`config.mk`:
```
export PLATFORM = sky130hd
export DESIGN_NAME = vga_sync_gen
export DESIGN_NICKNAME = d
export VERILOG_FILES = /design/src/rtl/vga_timing_pkg.sv /design/src/rtl/vga_sync_gen_vert_line_counter.sv /design/src/rtl/vga_sync_gen.sv
export SDC_FILE = /design/constraint.sdc
export NUM_CORES = 1
export LEC_CHECK = 0
export ABC_AREA = 1
export CELL_PAD_IN_SITES_DETAIL_PLACEMENT = 0
export CELL_PAD_IN_SITES_GLOBAL_PLACEMENT = 2
export CORE_UTILIZATION = 29
export CTS_BUF_LIST = sky130_fd_sc_hd__clkbuf_8
export DETAILED_ROUTE_END_ITERATION = 10
export HOLD_SLACK_MARGIN = 0.05
export PLACE_DENSITY = 0.89
export SLEW_MARGIN = 20
export SYNTH_ARGS = -nofsm -noshare
export SYNTH_HDL_FRONTEND = slang
export SYNTH_SLANG_ARGS = --single-unit
```
`constraint.sdc`:
```
create_clock -name pclk -period 1.37 [get_ports pclk]
set_input_delay 0.274 -clock pclk [delete_from_list [all_inputs] [get_ports pclk]]
set_output_delay 0.274 -clock pclk [all_outputs]
set_load 0.02 [all_outputs]
```
`src/rtl/vga_timing_pkg.sv`:
```
// Shared 640x480@60 timing constants, sync-window helpers and the registered flag bundle
// used by vga_sync_gen (optional checker enabled by SYNC_GEN_CHECK_EN).
package vga_timing_pkg;

  localparam int VGA_H_ACTIVE = 640;
  localparam int VGA_H_FP     = 16;
  localparam int VGA_H_SYNC   = 96;
  localparam int VGA_H_BP     = 48;
  localparam int VGA_V_ACTIVE = 480;
  localparam int VGA_V_FP     = 10;
  localparam int VGA_V_SYNC   = 2;
  localparam int VGA_V_BP     = 33;

  localparam int VGA_H_TOTAL = VGA_H_ACTIVE + VGA_H_FP + VGA_H_SYNC + VGA_H_BP;
  localparam int VGA_V_TOTAL = VGA_V_ACTIVE + VGA_V_FP + VGA_V_SYNC + VGA_V_BP;

  // Sync pulse occupies [active+fp, active+fp+sync-1] inclusive.
  function automatic int sync_start(input int active, input int fp);
    return active + fp;
  endfunction

  function automatic int sync_end(input int active, input int fp, input int sync);
    return active + fp + sync - 1;
  endfunction

  typedef struct packed {
    logic hsync;
    logic vsync;
    logic video_on;
    logic line_start;
    logic frame_start;
    logic v_tc;
  } sync_flags_t;

endpackage

```
`src/rtl/vga_sync_gen_vert_line_counter.sv`:
```
// Vertical line counter: advances once per h_tc and wraps after V_TOTAL lines,
// mirroring the upstream horizontal pixel counter.
module vert_line_counter #(
  parameter int WIDTH   = 10,
  parameter int V_TOTAL = 525
) (
  input  logic             i_clk,
  input  logic             i_rst_n,
  input  logic             i_h_tc,
  output logic [WIDTH-1:0] o_vcnt,
  output logic             o_last_line
);

  localparam logic [WIDTH-1:0] V_LAST = WIDTH'(V_TOTAL - 1);

  logic [WIDTH-1:0] r_vcnt;

  assign o_vcnt      = r_vcnt;
  assign o_last_line = (r_vcnt == V_LAST);

  always_ff @(posedge i_clk or negedge i_rst_n) begin
    if (!i_rst_n) begin
      r_vcnt <= '0;
    end else if (i_h_tc) begin
      r_vcnt <= o_last_line ? '0 : r_vcnt + WIDTH'(1);
    end
  end

endmodule

```
`src/rtl/vga_sync_gen.sv`:
```
// VGA sync/timing decode downstream of the horizontal counter; every output is registered
// once from (hcnt, vcnt). Define SYNC_GEN_CHECK_EN to build the sticky sync_err checker.
module vga_sync_gen
  import vga_timing_pkg::*;
#(
  parameter int   WIDTH    = 10,
  parameter int   H_ACTIVE = VGA_H_ACTIVE,
  parameter int   H_FP     = VGA_H_FP,
  parameter int   H_SYNC   = VGA_H_SYNC,
  parameter int   H_BP     = VGA_H_BP,
  parameter int   V_ACTIVE = VGA_V_ACTIVE,
  parameter int   V_FP     = VGA_V_FP,
  parameter int   V_SYNC   = VGA_V_SYNC,
  parameter int   V_BP     = VGA_V_BP,
  parameter logic SYNC_POL = 1'b0
) (
  input  logic             pclk,
  input  logic             rst_n,
  input  logic [WIDTH-1:0] hcnt,
  input  logic             h_tc,
  output logic             hsync,
  output logic             vsync,
  output logic             video_on,
  output logic [WIDTH-1:0] pix_x,
  output logic [WIDTH-1:0] pix_y,
  output logic             line_start,
  output logic             frame_start,
  output logic             v_tc,
  output logic             sync_err
);

  localparam int H_TOTAL = H_ACTIVE + H_FP + H_SYNC + H_BP;
  localparam int V_TOTAL = V_ACTIVE + V_FP + V_SYNC + V_BP;

  localparam logic [WIDTH-1:0] H_ACT_W  = WIDTH'(H_ACTIVE);
  localparam logic [WIDTH-1:0] V_ACT_W  = WIDTH'(V_ACTIVE);
  localparam logic [WIDTH-1:0] HS_START = WIDTH'(sync_start(H_ACTIVE, H_FP));
  localparam logic [WIDTH-1:0] HS_END   = WIDTH'(sync_end(H_ACTIVE, H_FP, H_SYNC));
  localparam logic [WIDTH-1:0] VS_START = WIDTH'(sync_start(V_ACTIVE, V_FP));
  localparam logic [WIDTH-1:0] VS_END   = WIDTH'(sync_end(V_ACTIVE, V_FP, V_SYNC));

  localparam sync_flags_t FLAGS_RST = '{hsync: ~SYNC_POL, vsync: ~SYNC_POL, default: 1'b0};

  // No back-pressure: one (hcnt, h_tc) pair is consumed on every pclk edge out of reset.
  logic [WIDTH-1:0] w_vcnt;
  logic             w_last_line;
  logic             w_video_on;
  sync_flags_t      w_flags;
  sync_flags_t      r_flags;
  logic [WIDTH-1:0] r_pix_x;
  logic [WIDTH-1:0] r_pix_y;

  vert_line_counter #(
    .WIDTH   (WIDTH),
    .V_TOTAL (V_TOTAL)
  ) u_vert_line_counter (
    .i_clk       (pclk),
    .i_rst_n     (rst_n),
    .i_h_tc      (h_tc),
    .o_vcnt      (w_vcnt),
    .o_last_line (w_last_line)
  );

  // Out-of-range hcnt falls past HS_END and H_ACT_W, so it decodes as plain blanking.
  assign w_video_on = (hcnt < H_ACT_W) && (w_vcnt < V_ACT_W);

  always_comb begin
    w_flags             = FLAGS_RST;
    w_flags.hsync       = ((hcnt >= HS_START) && (hcnt <= HS_END)) ? SYNC_POL : ~SYNC_POL;
    w_flags.vsync       = ((w_vcnt >= VS_START) && (w_vcnt <= VS_END)) ? SYNC_POL : ~SYNC_POL;
    w_flags.video_on    = w_video_on;
    w_flags.line_start  = (hcnt == '0);
    w_flags.frame_start = (hcnt == '0) && (w_vcnt == '0);
    w_flags.v_tc        = h_tc && w_last_line;
  end

  always_ff @(posedge pclk or negedge rst_n) begin
    if (!rst_n) begin
      r_flags <= FLAGS_RST;
      r_pix_x <= '0;
      r_pix_y <= '0;
    end else begin
      r_flags <= w_flags;
      r_pix_x <= w_video_on ? hcnt : '0;
      r_pix_y <= w_video_on ? w_vcnt : '0;
    end
  end

  assign hsync       = r_flags.hsync;
  assign vsync       = r_flags.vsync;
  assign video_on    = r_flags.video_on;
  assign line_start  = r_flags.line_start;
  assign frame_start = r_flags.frame_start;
  assign v_tc        = r_flags.v_tc;
  assign pix_x       = r_pix_x;
  assign pix_y       = r_pix_y;

`ifdef SYNC_GEN_CHECK_EN
  localparam logic [WIDTH-1:0] H_LAST  = WIDTH'(H_TOTAL - 1);
  localparam logic [WIDTH-1:0] H_TOT_W = WIDTH'(H_TOTAL);

  logic w_timing_bad;
  logic r_sync_err;

  assign w_timing_bad = (h_tc && (hcnt != H_LAST)) ||
                        (!h_tc && (hcnt == H_LAST)) ||
                        (hcnt >= H_TOT_W);

  always_ff @(posedge pclk or negedge rst_n) begin
    if (!rst_n) begin
      r_sync_err <= 1'b0;
    end else begin
      r_sync_err <= r_sync_err | w_timing_bad;
    end
  end

  assign sync_err = r_sync_err;
`else
  assign sync_err = 1'b0;
`endif

endmodule

```
Yosys cells after proc, flatten, opt, wreduce, memory -nomap -nowiden
Index checks and enable logic that the tools add are counted.
{ "totals": {"register_bits": 36, "inputBits": 13, "wordCells": 29} }
{ "op_classes": {"n_eq_ne": 1, "n_addsub": 1, "reduce_logical": 7, "n_mux": 5, "magnitude_cmp": 6} }
{ "op_table": {"columns": ["op", "count"], "rows": [
  ["$mux W10", 3],
  ["$logic_not A10 Y1", 2],
  ["$add A10 B1 Y10 const B", 1],
  ["$eq A10 B10 Y1 const B", 1],
  ["$ge A10 B10 Y1 const B", 1],
  ["$ge A10 B9 Y1 const B", 1],
  ["$le A10 B10 Y1 const B", 1],
  ["$le A10 B9 Y1 const B", 1],
  ["$lt A10 B10 Y1 const B", 1],
  ["$lt A10 B9 Y1 const B", 1],
  ["$logic_and A1 B1 Y1", 5],
  ["$mux W1", 2]
]} }

Logic depth before layout (Yosys ltp)
{ "logic_depth": {"depth_word": 3, "mapped_depth": 7} }

By module
From an unflattened synthesis, not the netlist that was laid out.
{ "hier_totals": {"cells_unflattened": 185, "area_unflattened_um2": 1616.6} }
{ "by_module_without_submodules": {"columns": ["mod", "cells_each", "seq_area_each_um2", "n_inst", "area_per_inst_um2"], "rows": [
  ["vga_sync_gen", 100, 653.1, 1, 999.7],
  ["vert_line_counter", 85, 250.2, 1, 616.8]
]} }

Least setup slack after synthesis
No wires, ideal clock.
{ "synth_timing": {"path_kind": "register to register", "from": "register u_vert_line_counter.r_vcnt[0], in the netlist u_vert_line_counter.o_vcnt[0]", "to": "register u_vert_line_counter.r_vcnt[4], in the netlist u_vert_line_counter.o_vcnt[4]", "path_slack_ps": 175, "arrival_ps": 1081, "period_less_slack_ps": 1195, "setup_time_ps": 114, "stages_incl_launch_ff": 8, "path_cell_list": "dfrtp_1 inv_1 ha_1 nand2_1 nor2_1 nand4_1 nand3_1 inv_1"} }
{ "synth_via": {"elab_chain_cells": 2, "elab_cells_between_ends": 3, "cone_classes": "1 x add/sub; 1 x eq/ne; 1 x mux"} }
{ "synth_rtl": {"columns": ["element", "line_no", "source"], "rows": [
  ["start: declaration", "vga_sync_gen_vert_line_counter.sv:16", "logic [WIDTH-1:0] r_vcnt;"],
  ["start signal: assignment", "vga_sync_gen_vert_line_counter.sv:25", "r_vcnt <= o_last_line ? '0 : r_vcnt + WIDTH'(1);"],
  ["$add A10 B1 Y10 / $eq A10 B10 Y1 (equally long branches)", "vga_sync_gen_vert_line_counter.sv:25, vga_sync_gen_vert_line_counter.sv:19", null],
  ["$mux W10 (*)", "vga_sync_gen_vert_line_counter.sv:25", null]
]} }
Mark *: on every way between the ends. The rest lies on a longest branch, timed or not.
A chain may end at the register's enable or synchronous reset.

Final worst setup path
{ "layout_timing": {"from": "register r_flags, in the netlist hsync", "to": "output hsync"} }
{ "layout_rtl": {"columns": ["element", "line_no", "source"], "rows": [
  ["start: declaration", "vga_sync_gen.sv:49", "sync_flags_t r_flags;"],
  ["start signal: assignment", "vga_sync_gen.sv:83", "r_flags <= w_flags;"],
  ["end: declaration", "vga_sync_gen.sv:21", "output logic hsync,"]
]} }
No word-level cell between the ends.

==> flow_summary.toml <==
[yosys]
seq_area_frac_synth = 0.588
synthMostInstantiatedCell = "dfrtp_1"
postSynthAreaPerCell_um2 = 9.15
synthTopCellsByArea = "dfrtp_1 55%, nor2_1 7.6%, inv_1 7.1%, nand2_1 5.6%, nand3_1 3.6%"
postSynthCellCount = 168
synth_enable_flop_cells = 0
post_synthesis_cell_area_um2 = 1540
yosys_warning_count = 0
postSynth.topFlopCell = "dfrtp_1"
ys_types = 25
postSynth.asyncResetShare = 1.00
synth.top_cells.by_count = "34 x dfrtp_1, 31 x nor2_1, 29 x inv_1, 23 x nand2_1, 11 x nand3_1"
synth_top_area_cell = "dfrtp_1"
ys_ff_latch = 36
proportion_of_netlist_area_held_by_the_largest_area_contributor = 0.554

[cells_and_area]
final_area_um2 = 2180
layout_net_count = 241
areaGrowthSynthToFinish_pct = 41.9
n_antenna_cell = 0
post_route_cells_drive_above_1_share = 0.181
layout_fillers = 546

[power]
comb_power_share = 0.321
power.switching_fraction = 0.358
power.leakage_uw = 0.00120
internal-power_uw = 1980
power_density_nw_per_um2 = 1410
power.switching_uw = 1100
clock_power_share = 0.226
power_frac_seq = 0.453
power.ir.vdd_worst_mv = 0.523
total_power_uw = 3080

[floorplan]
design.die.area_um2 = 5590
die_y_um = 74.8
top_level_ports = 40
die_x_um = 74.8
coreArea_um2 = 5110
rows = 26
initial_utilization = 0.301

[setup_path]
endpoint_type_of_the_worst_setup_path = "output pin"
cp_data_arrival_time_ns = 1.05
worst-setup-path-type = "register to output pin"
cp_num_buf_inv = 1
worstSetupStartpointType = "register"
peak_per_stage_delay_on_the_critical_path_ns = 0.52
critPathMaxFanout = 1
critical_path_required_ns = 1.10
timing.critical_path.max_delay_family = "flip-flops"
critical-path-slowest-cell = "dfstp_2"
timing.critical_path.cells = "clkdlybuf4s15_2"

[place]
place_congestion = 0.850
detailed_place.area_um2 = 2090
io_buffers = 38
dp_hpwl_um = 2450

[clock_network]
clk_pin_slew_ns = 0.07
cts_buffers = 5
clkLatencyLatePin_ns = 0.29
cts-hold-fix-buffers = 0
cts_tree = "yes"
cts_root_buf = "clkbuf_8"
cts-htree-levels = 2
tritoncts_num_sinks = 36
cts.path.max_buffers = 2

[grt]
antenna_found_initial = 0
first_global_vias = 1147
maximum_number_of_pins_on_one_net_before_global_route_repair = 37
global_route.overflow_total = 0
grt_first_pass_wirelength_um = 5380
grt_overall_usage = 0.133

[timing]
worst_clock_skew_ns = 0.00725
fmax_mhz = 756
period_needed_ns = 1.32
period_utilization_post_route = 0.965
hold_viol_final = 0
final_setup_fails = 0
timing_max_transition_violations_final = 0

[drt]
drt.antenna.violating_nets = 0
route.detailed.wl_per_inst_um = 11.1
drt_first_pass_iters = 4
dr.first_iter.drc_count = 20
vias = 1215
routed_wl_um = 3280
remaining_drc_errors = 0
vias_per_inst = 4.09

[hold_path]
hp-class = "input pin to asynchronous set/reset pin"

[outcome]
run_status = "completed"

[flow_run]
maxCapViolCount = 0
## layout by cell type (no fill, tap or decap)
master / Yosys / final
dfrtp_1: 34 / 34
inv_1: 29 / 30
nor2_1: 31 / 30
dlygate4sd2_1: 0 / 24
nand2_1: 23 / 23
buf_4: 1 / 14
nand3_1: 11 / 11
clkdlybuf4s50_1: 0 / 11
nand4_1: 5 / 5
nor3_1: 5 / 5
clkbuf_8: 0 / 5
nor2_2: 3 / 4
inv_2: 2 / 3
xor2_1: 3 / 3
o21ai_0: 3 / 3
nand2_2: 2 / 2
nor2_4: 2 / 2
nor3_2: 2 / 2
conb_1: 1 / 2
dfstp_2: 2 / 2
clkdlybuf4s15_2: 0 / 2
inv_4: 1 / 1
nor4_1: 1 / 1
nor3b_1: 1 / 1
nand3_2: 1 / 1
o21ai_1: 1 / 1
ha_4: 0 / 1
ha_1: 2 / 1
clkinv_2: 0 / 1
dlymetal6s2s_1: 0 / 1
buf_12: 0 / 1
## path summary, 6_finish.rpt
path	end	startpoint	slack [ns]	cells after the start
setup / recovery	hsync	hsync$_DFF_PN1_	0.05	1
hold / removal	pix_y[9]$_DFF_PN0_	rst_n	0.35	2
setup reg to reg	u_vert_line_counter.o_vcnt[6]$_DFFE_PN0P_	u_vert_line_counter.o_vcnt[1]$_DFFE_PN0P_	0.10	7
hold reg to reg	vsync$_DFF_PN1_	u_vert_line_counter.o_vcnt[1]$_DFFE_PN0P_	0.55	2
max in group asynchronous	vsync$_DFF_PN1_	rst_n	0.76	2
min in group pclk	u_vert_line_counter.o_vcnt[0]$_DFFE_PN0P_	h_tc	0.37	2
## final cells by class
| type | instances | area [um^2] | share of cell area |
|---|---|---|---|
| flip-flops and latches | 36 | 903 | 0.414 |
| inverters | 32 | 123 | 0.0562 |
| well taps | 70 | 87.6 | 0.0402 |
| repair buffers | 53 | 480 | 0.220 |
| multi-input cells | 98 | 505 | 0.232 |
| clock inverters | 3 | 12.5 | 0.00574 |
| clock buffers | 5 | 68.8 | 0.0316 |
## metrics by stage
stage	setup TNS, ns	util	std cells	hold slack, ns	setup slack (ns)
finish	0	0.427	297	0.352	0.0477
global route	-0.0245	0.427	297	0.373	-0.0142
CTS	0	0.419	294	0.360	0.00148
detailed placement	-2.51	0.409	286	0.542	-0.207
global placement	-2.05	0.409	286	0.537	-0.177
floorplan	0	-	169	-0.0216	0.175
## power groups by stage
stage / clock network (uW) / registers, uW / logic (uW)
after floorplan: 0 / 1510 / 451
after global placement: 0 / 1420 / 1020
after detailed placement: 0 / 1420 / 1030
after CTS: 728 / 1400 / 975
after global routing: 770 / 1430 / 1110
final: 696 / 1400 / 989
## flip-flops by register name, summed over array words and instances, names as in the netlist
signal	count
u_vert_line_counter.o_vcnt	10
line_start	1
pix_y	10
vsync	1
v_tc	1
video_on	1
frame_start	1
pix_x	10
hsync	1
## what timing repair did
item / 4_1_cts / 5_1_grt
pin swaps: 0 / 2
buffers inserted: 0 / 3
setup endpoints to repair: 26 / 8
hold endpoints to repair: 0 / 0
resized for setup: 30 / 5
## kinds of logic after synthesis
| family | Yosys count | synth area share |
|---|---|---|
| AND/OR/NAND/NOR | 87 | 0.268 |
| buffers and inverters | 35 | 0.0953 |
| flip-flops | 36 | 0.588 |
| AO/OA/AOI/OAI | 4 | 0.0130 |
| adder cells (fa/ha/maj) | 2 | 0.0163 |
| XOR/XNOR | 3 | 0.0171 |
| other | 1 | 0.00244 |
## per-layer routing
layer | global-route usage | up-vias | share of wire
li1 | - | 624 | -
met1 | 0.167 | 549 | 0.47
met2 | 0.204 | 35 | 0.44
met3 | 0.0469 | 7 | 0.064
met4 | 0.0629 | 0 | 0.017
met5 | 0 | - | 0
No activity file was read; power rests on OpenSTA's default activity.
